### src/rtl/sevenseg_scan_drv.sv
// rtl/sevenseg_scan_drv.sv - time-multiplexed N-digit 7-segment scan driver
// Optional leading-zero blanking is built when SEVENSEG_LZB_EN is defined.
module sevenseg_scan_drv #(
  parameter int NUM_DIGITS     = 4,
  parameter int TICK_DIV       = 1000,
  parameter int BLANK_CYCLES   = 4,
  parameter int SEG_ACTIVE_LOW = 0,
  parameter int DIG_ACTIVE_LOW = 0
) (
  input  logic                    clk,
  input  logic                    rst,
  input  logic                    en,
  input  logic [4*NUM_DIGITS-1:0] digits,
  input  logic [NUM_DIGITS-1:0]   dots,
  output logic [7:0]              sevenseg,
  output logic [NUM_DIGITS-1:0]   digit_sel,
  output logic                    frame_start
);

  localparam int IW   = (NUM_DIGITS > 1) ? $clog2(NUM_DIGITS) : 1;
  localparam int CMAX = (TICK_DIV > BLANK_CYCLES) ? TICK_DIV : BLANK_CYCLES;
  localparam int CW   = $clog2(CMAX + 1);

  localparam logic [CW-1:0]         SHOW_LAST  = CW'(TICK_DIV - 1);
  localparam logic [CW-1:0]         BLANK_LAST = CW'((BLANK_CYCLES > 0) ? BLANK_CYCLES - 1 : 0);
  localparam logic [IW-1:0]         IDX_LAST   = IW'(NUM_DIGITS - 1);
  localparam logic [7:0]            SEG_OFF    = (SEG_ACTIVE_LOW != 0) ? 8'hFF : 8'h00;
  localparam logic [NUM_DIGITS-1:0] DIG_OFF    = (DIG_ACTIVE_LOW != 0) ? '1 : '0;

  typedef enum logic {ST_BLANK, ST_SHOW} state_t;

  state_t                  state, state_n;
  logic [IW-1:0]           idx, idx_n;
  logic [CW-1:0]           cnt, cnt_n;
  logic                    snap;
  logic [4*NUM_DIGITS-1:0] digits_sh;
  logic [NUM_DIGITS-1:0]   dots_sh;
  logic [3:0]              nib;
  logic                    dp;
  logic [7:0]              seg_n;
  logic [NUM_DIGITS-1:0]   sel_n;
  logic                    fs_n;

`ifdef SEVENSEG_LZB_EN
  logic [NUM_DIGITS-1:0]   lzb_mask, lzb_mask_n;
  logic                    lzb_seen;
  logic                    blank_ag;
`endif

  function automatic logic [7:0] hex7(input logic [3:0] h);
    case (h)
      4'h0: hex7 = 8'hFC;
      4'h1: hex7 = 8'h60;
      4'h2: hex7 = 8'hDA;
      4'h3: hex7 = 8'hF2;
      4'h4: hex7 = 8'h66;
      4'h5: hex7 = 8'hB6;
      4'h6: hex7 = 8'hBE;
      4'h7: hex7 = 8'hE0;
      4'h8: hex7 = 8'hFE;
      4'h9: hex7 = 8'hF6;
      4'hA: hex7 = 8'hEE;
      4'hB: hex7 = 8'h3E;
      4'hC: hex7 = 8'h9C;
      4'hD: hex7 = 8'h7A;
      4'hE: hex7 = 8'h9E;
      default: hex7 = 8'h8E;
    endcase
  endfunction

  // Scan sequencer: everything freezes while en is low.
  always_comb begin
    state_n = state;
    idx_n   = idx;
    cnt_n   = cnt;
    snap    = 1'b0;
    if (en) begin
      case (state)
        ST_SHOW: begin
          if (cnt == SHOW_LAST) begin
            cnt_n = '0;
            if (BLANK_CYCLES == 0) begin
              if (idx == IDX_LAST) begin
                idx_n = '0;
                snap  = 1'b1;
              end else begin
                idx_n = idx + 1'b1;
              end
            end else begin
              state_n = ST_BLANK;
            end
          end else begin
            cnt_n = cnt + 1'b1;
          end
        end
        default: begin
          if ((BLANK_CYCLES == 0) || (cnt == BLANK_LAST)) begin
            state_n = ST_SHOW;
            cnt_n   = '0;
            if (idx == IDX_LAST) begin
              idx_n = '0;
              snap  = 1'b1;
            end else begin
              idx_n = idx + 1'b1;
            end
          end else begin
            cnt_n = cnt + 1'b1;
          end
        end
      endcase
    end
  end

`ifdef SEVENSEG_LZB_EN
  // Mask is built from the values being snapshotted so it lines up with the shadow copy.
  always_comb begin
    lzb_seen   = 1'b0;
    lzb_mask_n = '0;
    for (int i = NUM_DIGITS - 1; i > 0; i--) begin
      if (digits[4*i +: 4] != 4'h0) lzb_seen = 1'b1;
      lzb_mask_n[i] = !lzb_seen;
    end
  end
`endif

  always_comb begin
    nib   = 4'h0;
    dp    = 1'b0;
    sel_n = '0;
`ifdef SEVENSEG_LZB_EN
    blank_ag = 1'b0;
`endif
    for (int i = 0; i < NUM_DIGITS; i++) begin
      if (idx == IW'(i)) begin
        nib      = digits_sh[4*i +: 4];
        dp       = dots_sh[i];
        sel_n[i] = 1'b1;
`ifdef SEVENSEG_LZB_EN
        blank_ag = lzb_mask[i];
`endif
      end
    end
  end

  // Outputs are registered from the current state, so they trail the sequencer by one clock.
  always_comb begin
    seg_n = 8'h00;
    fs_n  = 1'b0;
    if (en && (state == ST_SHOW)) begin
      seg_n = hex7(nib) | {7'b0, dp};
`ifdef SEVENSEG_LZB_EN
      if (blank_ag) seg_n[7:1] = 7'b0;
`endif
      fs_n = (idx == '0) && (cnt == '0);
    end
  end

  always_ff @(posedge clk or posedge rst) begin
    if (rst) begin
      state       <= ST_BLANK;
      idx         <= IDX_LAST;
      cnt         <= '0;
      digits_sh   <= '0;
      dots_sh     <= '0;
`ifdef SEVENSEG_LZB_EN
      lzb_mask    <= '0;
`endif
      sevenseg    <= SEG_OFF;
      digit_sel   <= DIG_OFF;
      frame_start <= 1'b0;
    end else begin
      state <= state_n;
      idx   <= idx_n;
      cnt   <= cnt_n;
      if (snap) begin
        digits_sh <= digits;
        dots_sh   <= dots;
`ifdef SEVENSEG_LZB_EN
        lzb_mask  <= lzb_mask_n;
`endif
      end
      sevenseg    <= seg_n ^ SEG_OFF;
      digit_sel   <= (en && (state == ST_SHOW)) ? (sel_n ^ DIG_OFF) : DIG_OFF;
      frame_start <= fs_n;
    end
  end

endmodule

### config.mk
export PLATFORM = sky130hd
export DESIGN_NAME = sevenseg_scan_drv
export DESIGN_NICKNAME = d
export VERILOG_FILES = /design/src/rtl/sevenseg_scan_drv.sv
export SDC_FILE = /design/constraint.sdc
export NUM_CORES = 1
export LEC_CHECK = 0
export BUFFER_PORTS_ARGS = -buffer_cell sky130_fd_sc_hd__buf_2
export CORE_MARGIN = 5
export CORE_UTILIZATION = 51
export DETAILED_ROUTE_END_ITERATION = 8
export PLACE_DENSITY = 0.76
export SETUP_SLACK_MARGIN = 0.15
export SLEW_MARGIN = 40
export SYNTH_ARGS = -nofsm -noshare
export SYNTH_HDL_FRONTEND = slang
export SYNTH_SLANG_ARGS = --single-unit
export TNS_END_PERCENT = 50
### constraint.sdc
create_clock -name clk -period 2.1 [get_ports clk]
set_input_delay 0.315 -clock clk [delete_from_list [all_inputs] [get_ports clk]]
set_output_delay 0.315 -clock clk [all_outputs]
set_load 0.02 [all_outputs]
==> impl_metrics.env, run 1 <==
export IMPL_status="finished with violations"
export IMPL_violations="negative hold slack"
export IMPL_antenna_cells=0
export IMPL_seq_area_frac_synth_pct=48.4
export IMPL_rr_worst_depth=7
export IMPL_hold_slack_ns=-0.00896
export IMPL_clock_root_buffer="clkbuf_8"
export IMPL_min_period_ns=2.04
export IMPL_final_nets=289
export IMPL_layout_commonest_cell="dfrtp_1"
export IMPL_synthSimpleGateAreaFrac_pct=15.6
export IMPL_power_per_cell_area_nw_per_um2=1300
export IMPL_gp_congestion=0.789
export IMPL_synth_largest_area_cell="dfrtp_1"
export IMPL_ys_ff_latch=46
export IMPL_syn_cell_area_um2=2380
export IMPL_htreeDepth=2
export IMPL_netlist_instances=200
export IMPL_synth_compound_area_share_pct=9.88
export IMPL_ys_top_cells_by_area="dfrtp_1, mux2_4, ha_1"
export IMPL_critPathArrivalTime_ns=2.23
export IMPL_cts_hold_buf=0
export IMPL_grt_pass1_wl_um=8480
export IMPL_core_area_um2=4440
export IMPL_async_flop_share_pct=100
export IMPL_first_global_vias=1747
export IMPL_finalHoldViolCount=21
export IMPL_rows=24
export IMPL_maxSlewHeadroom_pct=66.9
export IMPL_fin_skew_ns=0.00572
export IMPL_clock_path_buffers=2
export IMPL_via_count=1715
export IMPL_critPathSlowestCell="dfstp_2"
export IMPL_tightest_slew_ns=0.492
export IMPL_clk_pin_slew_ns=0.08
export IMPL_die_w_um=78.3
export IMPL_wl_um=5030
export IMPL_syn_to_final_growth_pct=26.2
export IMPL_peakVddDrop_mv=0.698
export IMPL_routedWlPerCell_um=16.4
export IMPL_start_util_pct=53.6
export IMPL_cts_made_buffers=5
export IMPL_final_cells=307
export IMPL_vias_per_cell=5.59
export IMPL_synth_top_family_by_area="simple AND/OR/NAND/NOR gates"
export IMPL_post_route_period_util_pct=97.2
export IMPL_p_leak_nw=1.47
export IMPL_cts_tree="done"
export IMPL_finalSetupViolCount=0
export IMPL_ys_types=42
export IMPL_rrSetupSlack_ns=0.06
export IMPL_synth_top_area_share_pct=46.2
export IMPL_final_cell_mix="dfrtp_1, buf_2, mux2_4"
export IMPL_synth_nets=235
export IMPL_first_pass_iters=6
export IMPL_synth_area_per_cell_um2=11.9
export IMPL_cts_num_sinks=46
export IMPL_grt_usage_pct=17.6
export IMPL_antenna_left=0
export IMPL_dp_cells=292
export IMPL_insertion_delay_ns=0.30
export IMPL_grt_max_degree=26
export IMPL_critPathRequiredTime_ns=2.29
export IMPL_ys_flop_type="dfrtp_1"
export IMPL_antenna_found_initial=0
export IMPL_critPathTopFamily="compound AO/OA/AOI/OAI gates"
export IMPL_synth_edf_count=0
export IMPL_ios=36
export IMPL_die_h_um=78.3
export IMPL_maxCapViolCount=0
export IMPL_synthAdderAreaFrac_pct=6.31
export IMPL_crit_fanout=9
export IMPL_crit_chain="buf_4, ha_4, nand2_1, a311o_1, nand2_2, nor2_1, o31a_1"
export IMPL_grt_overflow=0
export IMPL_synth_xor_area_share_pct=2.21
export IMPL_final_layout_size_suffix_gt1_share_pct=46.3
export IMPL_dieArea_um2=6130
export IMPL_synthMuxAreaShare_pct=14.3
export IMPL_yosysWarnings=0
export IMPL_place_hpwl_um=3500
export IMPL_fmaxAchievable_mhz=490
export IMPL_p_total_w=0.00391
export IMPL_r2r_start="idx[0]"
export IMPL_worstReg2RegEnd="sevenseg[7]"
export IMPL_endpoint_kind="register"
export IMPL_drt_iter0_markers=105
export IMPL_worst_path_buf_inv=1
export IMPL_worst_path_largest_cell_delay_ns=0.59
export IMPL_hold_path_class="primary input to async pin"
export IMPL_path_class="register to register"
export IMPL_slew_viol_final=0
export IMPL_drcViolationCount=0
export IMPL_start_kind="register"
export IMPL_rsz0062_at_grt="true"
export IMPL_port_buffers=35
==> synthesized netlist by cell type, types with 3 or more instances <==
cell type	instances
dfrtp_1	44
mux2_4	20
nand2_1	15
ha_1	12
a21oi_1	10
inv_1	8
nor2_1	7
o21ai_0	6
and3_1	5
nand2b_1	5
clkbuf_1	4
nand3b_1	4
nor2b_1	4
xnor2_1	4
a221oi_1	3
mux2i_1	3
nand3_1	3
nand4_1	3
nor3_1	3
nor3b_1	3
==> power by group <==
part	switching, W	total, W	internal, W
combinational	0.000973	0.00195	0.000977
sequential	0.000197	0.00131	0.00112
clock	0.000295	0.000650	0.000355
==> cells by family after synthesis <==
kind of cell	Yosys count
adder cells (fa/ha/maj)	12
AO/OA/AOI/OAI	33
AND/OR/NAND/NOR	63
buffers and inverters	16
multiplexers	24
flip-flops	46
XOR/XNOR	6
==> worst max path at each step <==
stage                              to  cells after the start   start
final                     sevenseg[7]                      7  idx[0]
after global routing      sevenseg[4]                      9  idx[0]
after CTS                 sevenseg[4]                     10  idx[0]
after detailed placement  sevenseg[3]                      8  idx[0]
after global placement    sevenseg[2]                      8  idx[0]
after floorplan           sevenseg[4]                     10  idx[1]
==> flip-flops by register name, summed over array words and instances, names as in the netlist <==
name and cells:
digit_sel 4, frame_start 1, cnt 10, state 1
dots_sh 4, digits_sh 16, idx 2, sevenseg 8
==> final cells by class <==
class	instances	area (um^2)
well taps	52	65.1
fillers	320	1440
clock buffers	6	72.6
inverters	8	31.3
multi-input cells	138	1310
clock inverters	2	37.5
repair buffers	55	338
flip-flops and latches	46	1150
==> metal layers <==
| layer | global-route usage, % | routed length, um | vias to the layer above |
|---|---|---|---|
| met4 | 7.34 | 81 | 0 |
| met2 | 27.4 | 2350 | 40 |
| met1 | 23.6 | 2370 | 846 |
| met5 | 0 | 0 | - |
| met3 | 4.35 | 234 | 7 |
| li1 | - | - | 822 |
==> repair_timing <==
action                     CTS  global route
cloned                       0             0
pin swaps                    5             1
resized for setup           13             7
buffers inserted             4             3
setup endpoints to repair    7            29
==> per-stage QoR <==
step / worst slack, ns / cell area, um^2 / utilization [%] / TNS [ns]
5_1_grt: -0.0314 / 3010 / 67.6 / -0.0789
2_1_floorplan: 0.0734 / 2450 / - / 0
6_report: 0.0597 / 3010 / 67.6 / 0
3_5_place_dp: -0.0465 / 2750 / 61.8 / -0.141
4_1_cts: 0.0761 / 2950 / 66.4 / 0
3_3_place_gp: 0.0190 / 2750 / 61.8 / 0
(Power assumes the default switching activity.)
==> run 2, diff against run 1 <==
--- a/config.mk
+++ b/config.mk
@@ -9,8 +9,8 @@
 export CORE_MARGIN = 5
 export CORE_UTILIZATION = 51
 export DETAILED_ROUTE_END_ITERATION = 8
+export GPL_TIMING_DRIVEN = 0
 export PLACE_DENSITY = 0.76
-export SETUP_SLACK_MARGIN = 0.15
 export SLEW_MARGIN = 40
 export SYNTH_ARGS = -nofsm -noshare
 export SYNTH_HDL_FRONTEND = slang
==> run 2 against run 1 <==
Net effect:
- the run ends with negative setup slack left
- final cell count rose by 0.65%
- critical path type unchanged
- via count rose by 1.3%
- final area barely moved
- core utilization barely moved
- critical endpoint is now sevenseg[4]
- clock skew rose by 0.0031 ns
==> impl_metrics.env, run 2 (same netlist as run 1, synthesis figures left out) <==
export IMPL_top_regs="digits_sh x16, cnt x10, sevenseg x8"
export IMPL_maxSlewHeadroom_pct=57.4
export IMPL_multiInputGateArea_um2=1300
export IMPL_cts_num_sinks=46
export IMPL_critPathSlowestCell="dfstp_2"
export IMPL_rows=24
export IMPL_worst_slack_ns=-0.110
export IMPL_insertion_delay_ns=0.30
export IMPL_finalSetupViolCount=7
export IMPL_cts_hold_buf=0
export IMPL_p_leak_nw=1.47
export IMPL_gp_congestion=0.793
export IMPL_fmaxAchievable_mhz=452
export IMPL_via_count=1737
export IMPL_cts_made_buffers=5
export IMPL_regArea_um2=1150
export IMPL_cts_tree="done"
export IMPL_ios=36
export IMPL_hold_path_class="primary input to async pin"
export IMPL_place_hpwl_um=3220
export IMPL_power_share_clock_pct=14.4
export IMPL_worst_path_largest_cell_delay_ns=0.60
export IMPL_tns_ns=-0.527
export IMPL_grt_usage_pct=16.5
export IMPL_status="finished with violations"
export IMPL_drt_iter0_markers=71
export IMPL_cp_startpoint="idx[0]"
export IMPL_die_w_um=78.3
export IMPL_rrSetupSlack_ns=-0.11
export IMPL_crit_fanout=8
export IMPL_crit_path_frequent_cell="ha_4"
export IMPL_syn_to_final_growth_pct=26.3
export IMPL_routedWlPerCell_um=16.4
export IMPL_largest_reg_flops=16
export IMPL_antenna_found_initial=0
export IMPL_crit_chain="inv_1, ha_4, nand2b_1, mux2i_4, a31oi_4, inv_4, ha_4, a21oi_2, a32oi_1, nor2_1"
export IMPL_grt_pass1_wl_um=7980
export IMPL_clock_path_buffers=2
export IMPL_final_layout_size_suffix_gt1_share_pct=44.4
export IMPL_port_buffers=35
export IMPL_critPathArrivalTime_ns=2.40
export IMPL_min_period_ns=2.21
export IMPL_dp_slack_ns=-0.353
export IMPL_final_cell_area_um2=3010
export IMPL_critPathRequiredTime_ns=2.29
export IMPL_seqPwrFrac_pct=33.8
export IMPL_critPathTopFamily="flip-flops"
export IMPL_die_h_um=78.3
export IMPL_peakVddDrop_mv=0.581
export IMPL_vias_per_cell=5.62
export IMPL_path_class="register to register"
export IMPL_htreeDepth=2
export IMPL_finalHoldViolCount=0
export IMPL_worst_path_buf_inv=2
export IMPL_fin_skew_ns=0.00883
export IMPL_placed_cell_area_um2=2670
export IMPL_antenna_left=0
export IMPL_grt_overflow=0
export IMPL_slew_viol_final=0
export IMPL_internal_power_w=0.00239
export IMPL_clock_root_buffer="clkbuf_8"
export IMPL_violations="negative setup slack"
export IMPL_wl_um=5080
export IMPL_start_kind="register"
export IMPL_tightest_slew_ns=0.640
export IMPL_antenna_cells=0
export IMPL_rsz0062_at_grt="true"
export IMPL_regMostFlops="digits_sh"
export IMPL_grt_max_degree=47
export IMPL_power_per_cell_area_nw_per_um2=1290
export IMPL_start_util_pct=53.6
export IMPL_p_sw_w=0.00148
export IMPL_hold_slack_ns=0.0303
export IMPL_maxCapViolCount=0
export IMPL_post_route_period_util_pct=105
export IMPL_nFillCells=329
export IMPL_final_nets=291
export IMPL_p_comb_share_pct=51.8
export IMPL_swShare_pct=38.2
export IMPL_dieArea_um2=6130
export IMPL_clk_pin_slew_ns=0.08
export IMPL_drcViolationCount=0
export IMPL_first_pass_iters=4
export IMPL_r2r_start="idx[0]"
export IMPL_core_area_um2=4440
export IMPL_first_global_vias=1693
export IMPL_final_cell_mix="dfrtp_1, buf_2, mux2_4"
export IMPL_layout_commonest_cell="dfrtp_1"
export IMPL_endpoint_kind="register"
## run 2: final timing paths
check,endpoint,cells after the start
setup reg to reg,sevenseg[4],10
setup / recovery,sevenseg[4],10
max in group asynchronous,idx[1],3
hold reg to reg,digits_sh[8],1
min in group clk,digits_sh[14],2
hold / removal,sevenseg[1],3
## run 2: layout make-up
cell class              count  share of cell area, %
plain buffers               8                   2.37
clock buffers               7                   2.87
clock inverters             1                  0.166
inverters                   8                   1.17
multi-input cells         138                   43.1
flip-flops and latches     46                   38.4
well taps                  52                   2.16
repair buffers             49                   9.78
## run 2: power by group through the flow
stage	Clock, W	Combinational, W	Sequential [W]
2_1_floorplan	0	0.00107	0.00131
3_3_place_gp	0	0.00135	0.00130
3_5_place_dp	0	0.00140	0.00131
4_1_cts	0.000562	0.00173	0.00130
5_1_grt	0.000597	0.00217	0.00134
6_report	0.000555	0.00200	0.00131
## run 2: timing repair
action | in CTS | in global routing
buffers inserted | 9 | 4
setup endpoints to repair | 7 | 7
gates cloned | 0 | 1
pin swaps | 9 | 6
resized for setup | 23 | 14
## run 2: worst reg2reg max path, delay by kind of cell (launching register included)
| family | cells | cell delay, ns |
|---|---|---|
| adders and majority gates | 2 | 0.50 |
| AOI/OAI and AO/OA | 3 | 0.47 |
| DFF | 1 | 0.60 |
| buffers and inverters | 2 | 0.21 |
| and+or+nand+nor | 2 | 0.22 |
| muxes | 1 | 0.10 |
## run 2: through the flow
step / utilization, % / power [W] / instances
floorplan: - / 0.00238 / 200
global placement: 59.5 / 0.00265 / 287
detailed placement: 60.0 / 0.00271 / 288
CTS: 65.7 / 0.00359 / 305
global route: 67.7 / 0.00411 / 309
finish: 67.7 / 0.00387 / 309
## run 2: per-layer routing
metal / up-vias / wire, um / global-route usage (%)
li1: 824 / - / -
met1: 860 / 2260 / 21.7
met2: 45 / 2480 / 26.5
met3: 8 / 239 / 4.46
met4: 0 / 95 / 5.59
met5: - / 0 / 0
==> run 3, diff against run 2 <==
--- a/config.mk
+++ b/config.mk
@@ -7,10 +7,11 @@
 export LEC_CHECK = 0
 export BUFFER_PORTS_ARGS = -buffer_cell sky130_fd_sc_hd__buf_2
 export CORE_MARGIN = 5
-export CORE_UTILIZATION = 51
+export CORE_UTILIZATION = 61
 export DETAILED_ROUTE_END_ITERATION = 8
 export GPL_TIMING_DRIVEN = 0
-export PLACE_DENSITY = 0.76
+export HOLD_SLACK_MARGIN = 0.05
+export PLACE_DENSITY = 0.85
 export SLEW_MARGIN = 40
 export SYNTH_ARGS = -nofsm -noshare
 export SYNTH_HDL_FRONTEND = slang
==> constraint.sdc (replaced) <==
create_clock -name clk -period 2.58 [get_ports clk]
set_input_delay 0.387 -clock clk [delete_from_list [all_inputs] [get_ports clk]]
set_output_delay 0.387 -clock clk [all_outputs]
set_load 0.02 [all_outputs]
==> run 3 against run 2 <==
Net effect:
- the run now ends clean
- power shrank 29%
- worst hold slack better by 0.11 ns
- register-to-register slack improved by 0.25 ns
- routed wire length decreased by 10%
- critical path type unchanged
- critical endpoint unchanged
==> impl_metrics.env, run 3 (same netlist as run 1, synthesis figures left out) <==
export IMPL_htreeDepth=2
export IMPL_p_sw_w=0.00104
export IMPL_port_buffers=35
export IMPL_post_cts_buffers=0
export IMPL_insertion_delay_ns=0.30
export IMPL_critPathRequiredTime_ns=2.78
export IMPL_syn_to_final_growth_pct=15.9
export IMPL_final_cell_area_um2=2760
export IMPL_hold_path_class="primary input to async pin"
export IMPL_grt_overflow=0
export IMPL_rows=22
export IMPL_via_count=1647
export IMPL_final_layout_size_suffix_gt1_share_pct=34.6
export IMPL_fmaxAchievable_mhz=410
export IMPL_grt_usage_pct=18.5
export IMPL_swShare_pct=37.5
export IMPL_final_cells=291
export IMPL_p_comb_share_pct=42.8
export IMPL_post_route_period_util_pct=94.5
export IMPL_maxCapViolCount=0
export IMPL_rsz0062_at_grt="false"
export IMPL_first_global_vias=1584
export IMPL_grt_max_degree=47
export IMPL_power_per_cell_area_nw_per_um2=1000
export IMPL_ios=36
export IMPL_antenna_found_initial=0
export IMPL_routedWlPerCell_um=15.6
export IMPL_start_util_pct=64.1
export IMPL_layout_commonest_cell="dfrtp_1"
export IMPL_cts_tree="done"
export IMPL_antenna_cells=0
export IMPL_maxSlewHeadroom_pct=53.4
export IMPL_final_cell_mix="dfrtp_1, buf_2, mux2_4"
export IMPL_regMostFlops="digits_sh"
export IMPL_cts_num_sinks=46
export IMPL_finalSetupViolCount=0
export IMPL_antenna_left=0
export IMPL_min_period_ns=2.44
export IMPL_dieArea_um2=5250
export IMPL_drt_iter0_markers=167
export IMPL_cts_hold_buf=0
export IMPL_finalHoldViolCount=0
export IMPL_fin_skew_ns=0.00709
export IMPL_largest_reg_flops=16
export IMPL_tightest_slew_ns=0.700
export IMPL_final_nets=277
export IMPL_cts_made_buffers=5
export IMPL_peakVddDrop_mv=0.631
export IMPL_endpoint_kind="register"
export IMPL_power_share_clock_pct=19.0
export IMPL_crit_fanout=10
export IMPL_clock_root_buffer="clkbuf_8"
export IMPL_clock_path_buffers=2
export IMPL_die_w_um=72.5
export IMPL_start_kind="register"
export IMPL_finish_utilization_pct=74.3
export IMPL_grt_pass1_wl_um=7580
export IMPL_top_regs="digits_sh x16, cnt x10, sevenseg x8"
export IMPL_placed_cell_area_um2=2620
export IMPL_drcViolationCount=0
export IMPL_clk_pin_slew_ns=0.09
export IMPL_internal_power_w=0.00173
export IMPL_status="finished, final reports clean"
export IMPL_critPathArrivalTime_ns=2.63
export IMPL_p_leak_nw=1.40
export IMPL_dp_cells=283
export IMPL_die_h_um=72.5
export IMPL_first_pass_iters=4
export IMPL_gp_congestion=0.825
export IMPL_postCtsResizedCells=2
export IMPL_vias_per_cell=5.66
export IMPL_seqPwrFrac_pct=38.2
export IMPL_wl_um=4550
export IMPL_path_class="register to register"
export IMPL_slew_viol_final=0
export IMPL_place_hpwl_um=3280
export IMPL_rrSetupSlack_ns=0.14
export IMPL_core_area_um2=3720
[run 3: cell count changes in the layout (fill, tap and decap cells not counted), moves of 2 or more]
cell	delta
ha_2	-4
ha_4	-4
inv_1	+3
buf_4	-12
a21oi_1	+2
o21ai_1	-2
a21oi_2	-2
buf_8	-2
mux2i_4	-2
o21ai_0	+2
mux2i_1	+2
inv_2	-2
ha_1	+8
[run 3: layout make-up]
class                      count  area [um^2]
multi-input combinational    138         1180
sequential                    46         1150
fill                         276          956
timing repair buffer          35          175
clock buffer                   5         68.8
tap                           48         60.1
buffer                         8         47.5
clock inverter                 3         40.0
inverter                       8         32.5
[run 3: worst paths after layout]
kind	end	start	cells after the start
max in group asynchronous	idx[1]	rst	2
min reg2reg	digits_sh[9]	digits_sh[9]	1
max	sevenseg[4]	idx[1]	10
min in group clk	digits_sh[5]	digits[5]	2
max reg2reg	sevenseg[4]	idx[1]	10
min	sevenseg[4]	rst	2
[run 3: power by group through the flow]
stage / Combinational (W) / Clock, W / Sequential (W)
after CTS: 0.00114 / 0.000530 / 0.00105
after floorplan: 0.000834 / 0 / 0.00107
after global routing: 0.00131 / 0.000559 / 0.00108
after detailed placement: 0.00112 / 0 / 0.00106
final: 0.00118 / 0.000524 / 0.00106
after global placement: 0.00106 / 0 / 0.00106
[run 3: critical path, cell delays in order (launching register included)]
cell and delay [ns]:
dfstp_2 0.56, inv_1 0.08, ha_1 0.20, clkbuf_1 0.22, nand3b_1 0.26, a31oi_4 0.24, inv_1 0.14, ha_1 0.33
a21oi_1 0.07, a32oi_1 0.19, nor2_1 0.06
[run 3: routing by layer]
layer | routed length, um | up-vias | GRT usage, %
li1 | - | 798 | -
met2 | 2190 | 38 | 28.9
met1 | 2060 | 802 | 25.5
met5 | 0 | - | 0
met4 | 65 | 0 | 6.35
met3 | 237 | 9 | 4.29
[run 3: metrics by stage]
step / hold WS, ns / setup TNS [ns] / setup WS (ns) / power [W]
6_report: 0.138 / 0 / 0.143 / 0.00276
3_3_place_gp: 0.492 / 0 / 0.0641 / 0.00212
3_5_place_dp: 0.483 / -0.0805 / -0.0513 / 0.00218
5_1_grt: 0.197 / 0 / 0.00163 / 0.00294
4_1_cts: 0.154 / 0 / 0.0529 / 0.00272
2_1_floorplan: 0.472 / 0 / 0.375 / 0.00190
